**src/rtl/penc_pkg.sv**
```systemverilog
// Shared types and helpers for the penc_arb priority encoder / arbiter.
package penc_pkg;

  localparam int unsigned MODE_FIXED = 0;
  localparam int unsigned MODE_RR    = 1;

  typedef enum logic {StIdle, StHold} state_e;

  // Index width that stays at least one bit wide for degenerate N.
  function automatic int unsigned idx_width(input int unsigned n);
    return (n > 1) ? $clog2(n) : 1;
  endfunction

endpackage

```
**src/rtl/penc_core.sv**
```systemverilog
// Combinational highest-set-bit encoder: the N-input 4-to-2 priority encoder.
module penc_core
  import penc_pkg::*;
#(
  parameter int unsigned N = 8,
  localparam int unsigned W = idx_width(N)
) (
  input  logic [N-1:0] req,
  output logic         found,
  output logic [W-1:0] index
);

  // Ascending scan: the last set bit seen is the highest one.
  always_comb begin
    found = 1'b0;
    index = '0;
    for (int unsigned i = 0; i < N; i++) begin
      if (req[i]) begin
        found = 1'b1;
        index = W'(i);
      end
    end
  end

endmodule

```
**src/rtl/penc_arb.sv**
```systemverilog
// Registered priority encoder / arbiter with valid/ready output and optional
// round-robin rotation of priority.
module penc_arb
  import penc_pkg::*;
#(
  parameter int unsigned N = 8,
  parameter int unsigned ROUND_ROBIN = MODE_FIXED,
  localparam int unsigned W = idx_width(N)
) (
  input  logic         clk,
  input  logic         rst,
  input  logic [N-1:0] req,
  input  logic         out_ready,
  output logic         out_valid,
  output logic [W-1:0] idx,
  output logic [N-1:0] grant,
  output logic         any
);

  state_e         state_q, state_d;
  logic [W-1:0]   idx_q, idx_d;
  logic [N-1:0]   grant_q, grant_d;
  logic           any_q;
  logic           load;
  logic           req_found;
  logic [W-1:0]   full_idx;
  logic [W-1:0]   win_idx;

  assign out_valid = (state_q == StHold);
  assign load      = !out_valid || out_ready;

  penc_core #(.N(N)) u_core_full (
    .req   (req),
    .found (req_found),
    .index (full_idx)
  );

  if (ROUND_ROBIN == MODE_RR) begin : g_rr
    logic [W-1:0] ptr_q, ptr_d;
    logic [N-1:0] mask;
    logic         masked_found;
    logic [W-1:0] masked_idx;

    // The pointer update feeds this cycle's selection so back-to-back
    // grants rotate without a bubble.
    always_comb begin
      ptr_d = ptr_q;
      if (out_valid && out_ready) begin
        ptr_d = (idx_q == '0) ? W'(N - 1) : idx_q - W'(1);
      end
    end

    always_comb begin
      mask = '0;
      for (int unsigned i = 0; i < N; i++) begin
        mask[i] = (W'(i) <= ptr_d);
      end
    end

    penc_core #(.N(N)) u_core_masked (
      .req   (req & mask),
      .found (masked_found),
      .index (masked_idx)
    );

    // Nothing at or below ptr means the winner is the highest bit above it.
    assign win_idx = masked_found ? masked_idx : full_idx;

    always_ff @(posedge clk) begin
      if (rst) begin
        ptr_q <= W'(N - 1);
      end else begin
        ptr_q <= ptr_d;
      end
    end
  end else begin : g_fixed
    assign win_idx = full_idx;
  end

  always_comb begin
    state_d = state_q;
    idx_d   = idx_q;
    grant_d = grant_q;
    if (load) begin
      if (req_found) begin
        state_d          = StHold;
        idx_d            = win_idx;
        grant_d          = '0;
        grant_d[win_idx] = 1'b1;
      end else begin
        state_d = StIdle;
        idx_d   = '0;
        grant_d = '0;
      end
    end
  end

  always_ff @(posedge clk) begin
    if (rst) begin
      state_q <= StIdle;
      idx_q   <= '0;
      grant_q <= '0;
      any_q   <= 1'b0;
    end else begin
      state_q <= state_d;
      idx_q   <= idx_d;
      grant_q <= grant_d;
      any_q   <= |req;
    end
  end

  assign idx   = idx_q;
  assign grant = grant_q;
  assign any   = any_q;

endmodule
```
**config.mk**
```make
export PLATFORM = sky130hd
export DESIGN_NAME = penc_arb
export DESIGN_NICKNAME = d
export VERILOG_FILES = /design/src/rtl/penc_pkg.sv /design/src/rtl/penc_core.sv /design/src/rtl/penc_arb.sv
export SDC_FILE = /design/constraint.sdc
export NUM_CORES = 1
export LEC_CHECK = 0
export CAP_MARGIN = 20
export CELL_PAD_IN_SITES_DETAIL_PLACEMENT = 2
export CELL_PAD_IN_SITES_GLOBAL_PLACEMENT = 2
export CORE_MARGIN = 2
export CORE_UTILIZATION = 22
export CTS_CLUSTER_DIAMETER = 30
export DETAILED_ROUTE_END_ITERATION = 6
export GPL_TIMING_DRIVEN = 0
export PLACE_DENSITY = 0.81
export SLEW_MARGIN = 20
export SYNTH_ARGS = -nofsm -noshare
export SYNTH_HDL_FRONTEND = slang
export SYNTH_HIERARCHICAL = 1
export SYNTH_SLANG_ARGS = --single-unit
```
**constraint.sdc**
```tcl
create_clock -name clk -period 2 [get_ports clk]
set_input_delay 0.6 -clock clk [delete_from_list [all_inputs] [get_ports clk]]
set_output_delay 0.6 -clock clk [all_outputs]
set_load 0.01 [all_outputs]
```
---- Word level (Yosys, flattened, before mapping) ----
Index checks and enable logic that the tools add are counted.
storage, ports and cells
  output and inout bits ................... 13
  flip-flop bits (word level) ............. 13
cells by class
  magnitude comparators ................... 2
  reduce and logical (&&, ||, !) cells .... 4
  multiplexer cells ....................... 20
operators with widths
  kind                                                  count
  two-way mux 3 bit                                     5
  two-way mux 1 bit                                     11
  two-way mux 8 bit                                     1
  OR reduction 8 bit                                    1
  < comparator 3 x 4 -> 1 bit (second input constant)   1
  two-way mux 2 bit                                     2
  demux 1 bit (select 3 bit)                            1
  >= comparator 3 x 1 -> 1 bit (second input constant)  1
  logical AND 1 bit                                     1
  zero test 1 bit                                       1
  logical OR 1 bit                                      1

---- Depth between registers and ports, before layout ----
  depth in word-level cells ............... 12
  gate-level depth with buffers ........... 5
  gate-level depth less buffers ........... 5

---- Cells and area by module ----
Netlist, hierarchy kept.
modules (own cells, without submodules)
  module     cells an instance  times used  area an instance (sq um)  seq. area each (sq um)
  penc_arb   45                 1           488.0                     260.2
  penc_core  12                 1           57.6                      0.0

---- Worst setup path before layout ----
No wires, ideal clock.
  kind .................................... input port to flip-flop
  start ................................... input port req[2]
  end ..................................... register grant_q[0], in the netlist grant[0]
  library setup time ...................... 117 ps
  stages on the path ...................... 4
  path buffers ............................ 0
  arrival time ............................ 1,459 ps
  slack ................................... 424 ps
  path through ............................ nor2_1 > o31ai_1 > nor3_1 > a22o_1
between the ends
  word-level cells in the longest chain between the ends .. 11
  elaborated cells on any way between the ends .. 18
ends and longest elaborated chain
  element                                                                                                   RTL line         RTL
  start, declared                                                                                           penc_arb.sv:12   input logic [N-1:0] req,
  two-way mux 2 bit * (2 in a row)                                                                          penc_core.sv:18  if (req[i]) begin
  two-way mux 3 bit * (4 in a row)                                                                          penc_core.sv:18
  via full_idx[1]                                                                                           penc_arb.sv:26   logic [W-1:0] full_idx;
  < comparator 3 x 4 -> 1 bit (not written as such) / >= comparator 3 x 1 -> 1 bit (equally long branches)  penc_arb.sv:89   grant_d[win_idx] = 1'b1;
  logical AND 1 bit (not written as such)                                                                   penc_arb.sv:89
  two-way mux 1 bit (not written as such)                                                                   penc_arb.sv:89
  demux 1 bit (select 3 bit) *                                                                              penc_arb.sv:89
  two-way mux 8 bit *                                                                                       penc_arb.sv:85   if (req_found) begin
  end signal, assigned                                                                                      penc_arb.sv:107  grant_q <= grant_d;
  end, declared                                                                                             penc_arb.sv:22   logic [N-1:0] grant_q, grant_d;
Mark *: on every way through the listed nets, which the timed path passes. The rest lies on a longest branch.
A chain may end at the register's enable or synchronous reset.

---- Worst setup path after layout ----
  start ................................... input port req[1]
  end ..................................... register grant_q[2], in the netlist grant[2]
between the ends
  word-level cells in the longest chain between the ends .. 12
  elaborated cells on any way between the ends .. 20
ends and longest elaborated chain
  element                                                                                                   RTL line
  two-way mux 1 bit *                                                                                       penc_core.sv:18
  two-way mux 2 bit * (2 in a row)                                                                          penc_core.sv:18
  two-way mux 3 bit * (4 in a row)                                                                          penc_core.sv:18
  via full_idx[0]                                                                                           penc_arb.sv:26
  < comparator 3 x 4 -> 1 bit (not written as such) / >= comparator 3 x 1 -> 1 bit (equally long branches)  penc_arb.sv:89
  logical AND 1 bit (not written as such)                                                                   penc_arb.sv:89
  two-way mux 1 bit (not written as such)                                                                   penc_arb.sv:89
  demux 1 bit (select 3 bit) *                                                                              penc_arb.sv:89
  two-way mux 8 bit *                                                                                       penc_arb.sv:85
Marks and branches as above.

==> out/summary.txt <==
Routed len/inst -> 12.9 um
Post-synth EDFFs -> 0
Post-Place Cells -> 109
Die W -> 53.8 um
Yosys Warn Count -> 6
Worst Skew -> 0.464 ps
Pin count of the biggest net entering global routing -> 10
Final setup fails -> 0
Register Area -> 260 sq um
Crit Path Max Fanout -> 4
Max Fclk -> 0.534 GHz
Hold_ws -> 459 ps
Pwr Density -> 635 nW/um^2
Multi-input logic area -> 278 sq um
Die Y -> 53.8 um
Core Util, Final -> 0.349
VDD IR max -> 0.336 mV
Initial DRC Count -> 3
Hold_sp -> idx[1]
Max-slew violations -> 0
DRC viols -> 0
Layout area overhead -> 54.4%
Most instantiated cells after synthesis -> dfxtp_1, nor2_1, a21oi_1
Layer with the highest usage -> met2
Fillers -> 277
Syn Nets -> 68
Sequential fraction of the synthesis area -> 0.477
Synth top area share -> 0.477
Diodes inserted -> 0
Post-DP HPWL -> 1140 um
Antenna violations before repair -> 0
GRT overflow -> 0
Number of global-route vias before repair -> 586
Synth Cell Area -> 546 sq um
Worst Max-Slew Pin Slew -> 540 ps
Final cell count without fillers -> 114
Max Cap Viol -> 0
RSZ-0062 raised after global routing -> no
First-pass detailed-route iteration total -> 4
Worst-Skew Late Latency -> 270 ps
Synth area leader -> dfxtp_1
Clock buffer depth -> 2
Antenna-violating nets left -> 0
CTS sink count -> 13
Distinct cells, synth -> 21
Register bit total from synthesis -> 13
Routability Congestion -> 0.666
Hold Path Class -> flip-flop to flip-flop
DR vias/cell -> 4.77
Met2 Use GR -> 0.217
Status -> complete, no violations
Core box area -> 2410 sq um
Required time of the critical path -> 2170 ps
CTS Hold Bufs -> 0
Clock buffer count from CTS -> 3
H-tree levels -> 1
Fin crit share -> 0.937
Initial Utilization -> 0.226
Largest cells by area after synthesis -> dfxtp_1, a32o_1, a22o_1
Post-route minimum period -> 1870 ps
Slew margin rel. -> 0.638
Mean Syn Cell Area -> 9.57 sq um
CP startpoint kind -> primary input
Boundary pin count -> 24
Total Wirelength -> 1470 um
Leakage -> 0.000315 uW
Vias -> 544
Worst Setup End Kind -> flip-flop
Worst-path clk slew -> 70 ps
WS Path Type -> primary input to flip-flop
Clock root cell -> clkbuf_4
Asr flop ratio synth -> 0
Tot GR Track Use -> 0.123
Top-count cell post-synth -> dfxtp_1
Grt met1 use -> 0.131
Die area -> 2890 sq um
Row Count -> 18
R2R Path Start -> out_valid
Share of cells above drive strength 1 -> 0.143
Layout Nets -> 96
Grt met3 use -> 0.0528
Mapped Cells -> 57
Final hold violations -> 0
PortBufs -> 22
Setup TNS -> 0 ps
Top FF cell, synth -> dfxtp_1
CTS tree -> yes
First-pass GRT wire length -> 2500 um
Arrival @ worst endpoint -> 2050 ps
Worst setup path startpoint -> req[1]
==> metrics by stage <==
stage	total power, uW	setup slack [ps]	cell area, sq um
global route	579	44.1	842
detailed placement	382	-379	803
finish	535	126	842
global placement	380	-360	803
CTS	549	30.6	835
floorplan	327	424	546
==> logic make-up (layout without fill, tap and decap cells) <==
group / Yosys count / in the layout / share of synthesized area
AOI/OAI and AO/OA: 16 / 16 / 0.220
DFF: 13 / 13 / 0.477
and+or+nand+nor: 25 / 25 / 0.280
buffers and inverters: 3 / 30 / 0.0229
==> critical path, cell delays in order <==
cell and delay (ps):
clkdlybuf4s50_1 500, a21oi_1 80, o31ai_1 430, nor3b_2 150
a32o_1 280
==> layer usage <==
metal  up-vias  share of wire
met4         0              0
met1       258           0.42
met3         0          0.074
met2        22           0.51
met5         -              0
li1        264              -
==> sequential cells by signal, summed over array words and instances (netlist names) <==
register   count
grant          8
any            1
idx            3
out_valid      1
==> power breakdown <==
group | switching (uW) | internal (uW) | total (uW)
clock | 81.3 | 77.4 | 159
sequential | 6.77 | 270 | 277
combinational | 44.4 | 54.7 | 99.1
==> final timing paths <==
check	to	slack [ps]	cells past startpoint
min	idx[1]	460	2
min reg2reg	idx[1]	460	2
max	grant[2]	130	5
max reg2reg	grant[2]	890	3
==> what timing repair did <==
| action | in CTS | in global routing |
|---|---|---|
| endpoints found under the setup margin | 4 | 7 |
| resized for setup | 1 | 0 |
| buffers inserted | 0 | 1 |
| pin swaps | 0 | 1 |
==> final cells by class <==
class	count	area share
timing repair buffer	23	0.270
clock buffer	4	0.0312
buffer	1	0.00594
multi-input combinational	41	0.330
tap	30	0.0446
sequential	13	0.309
inverter	2	0.00892
==> cell usage in the layout (no fill, tap or decap), types with 2 or more instances in the layout <==
cell type / count
nor2_1: 7
a22o_1: 4
a21oi_1: 6
nand2_1: 4
nor4_1: 2
clkdlybuf4s50_1: 22
clkbuf_4: 3
a32o_1: 4
nand3_1: 3
dfxtp_1: 13
No activity file was read; power rests on OpenSTA's default activity.
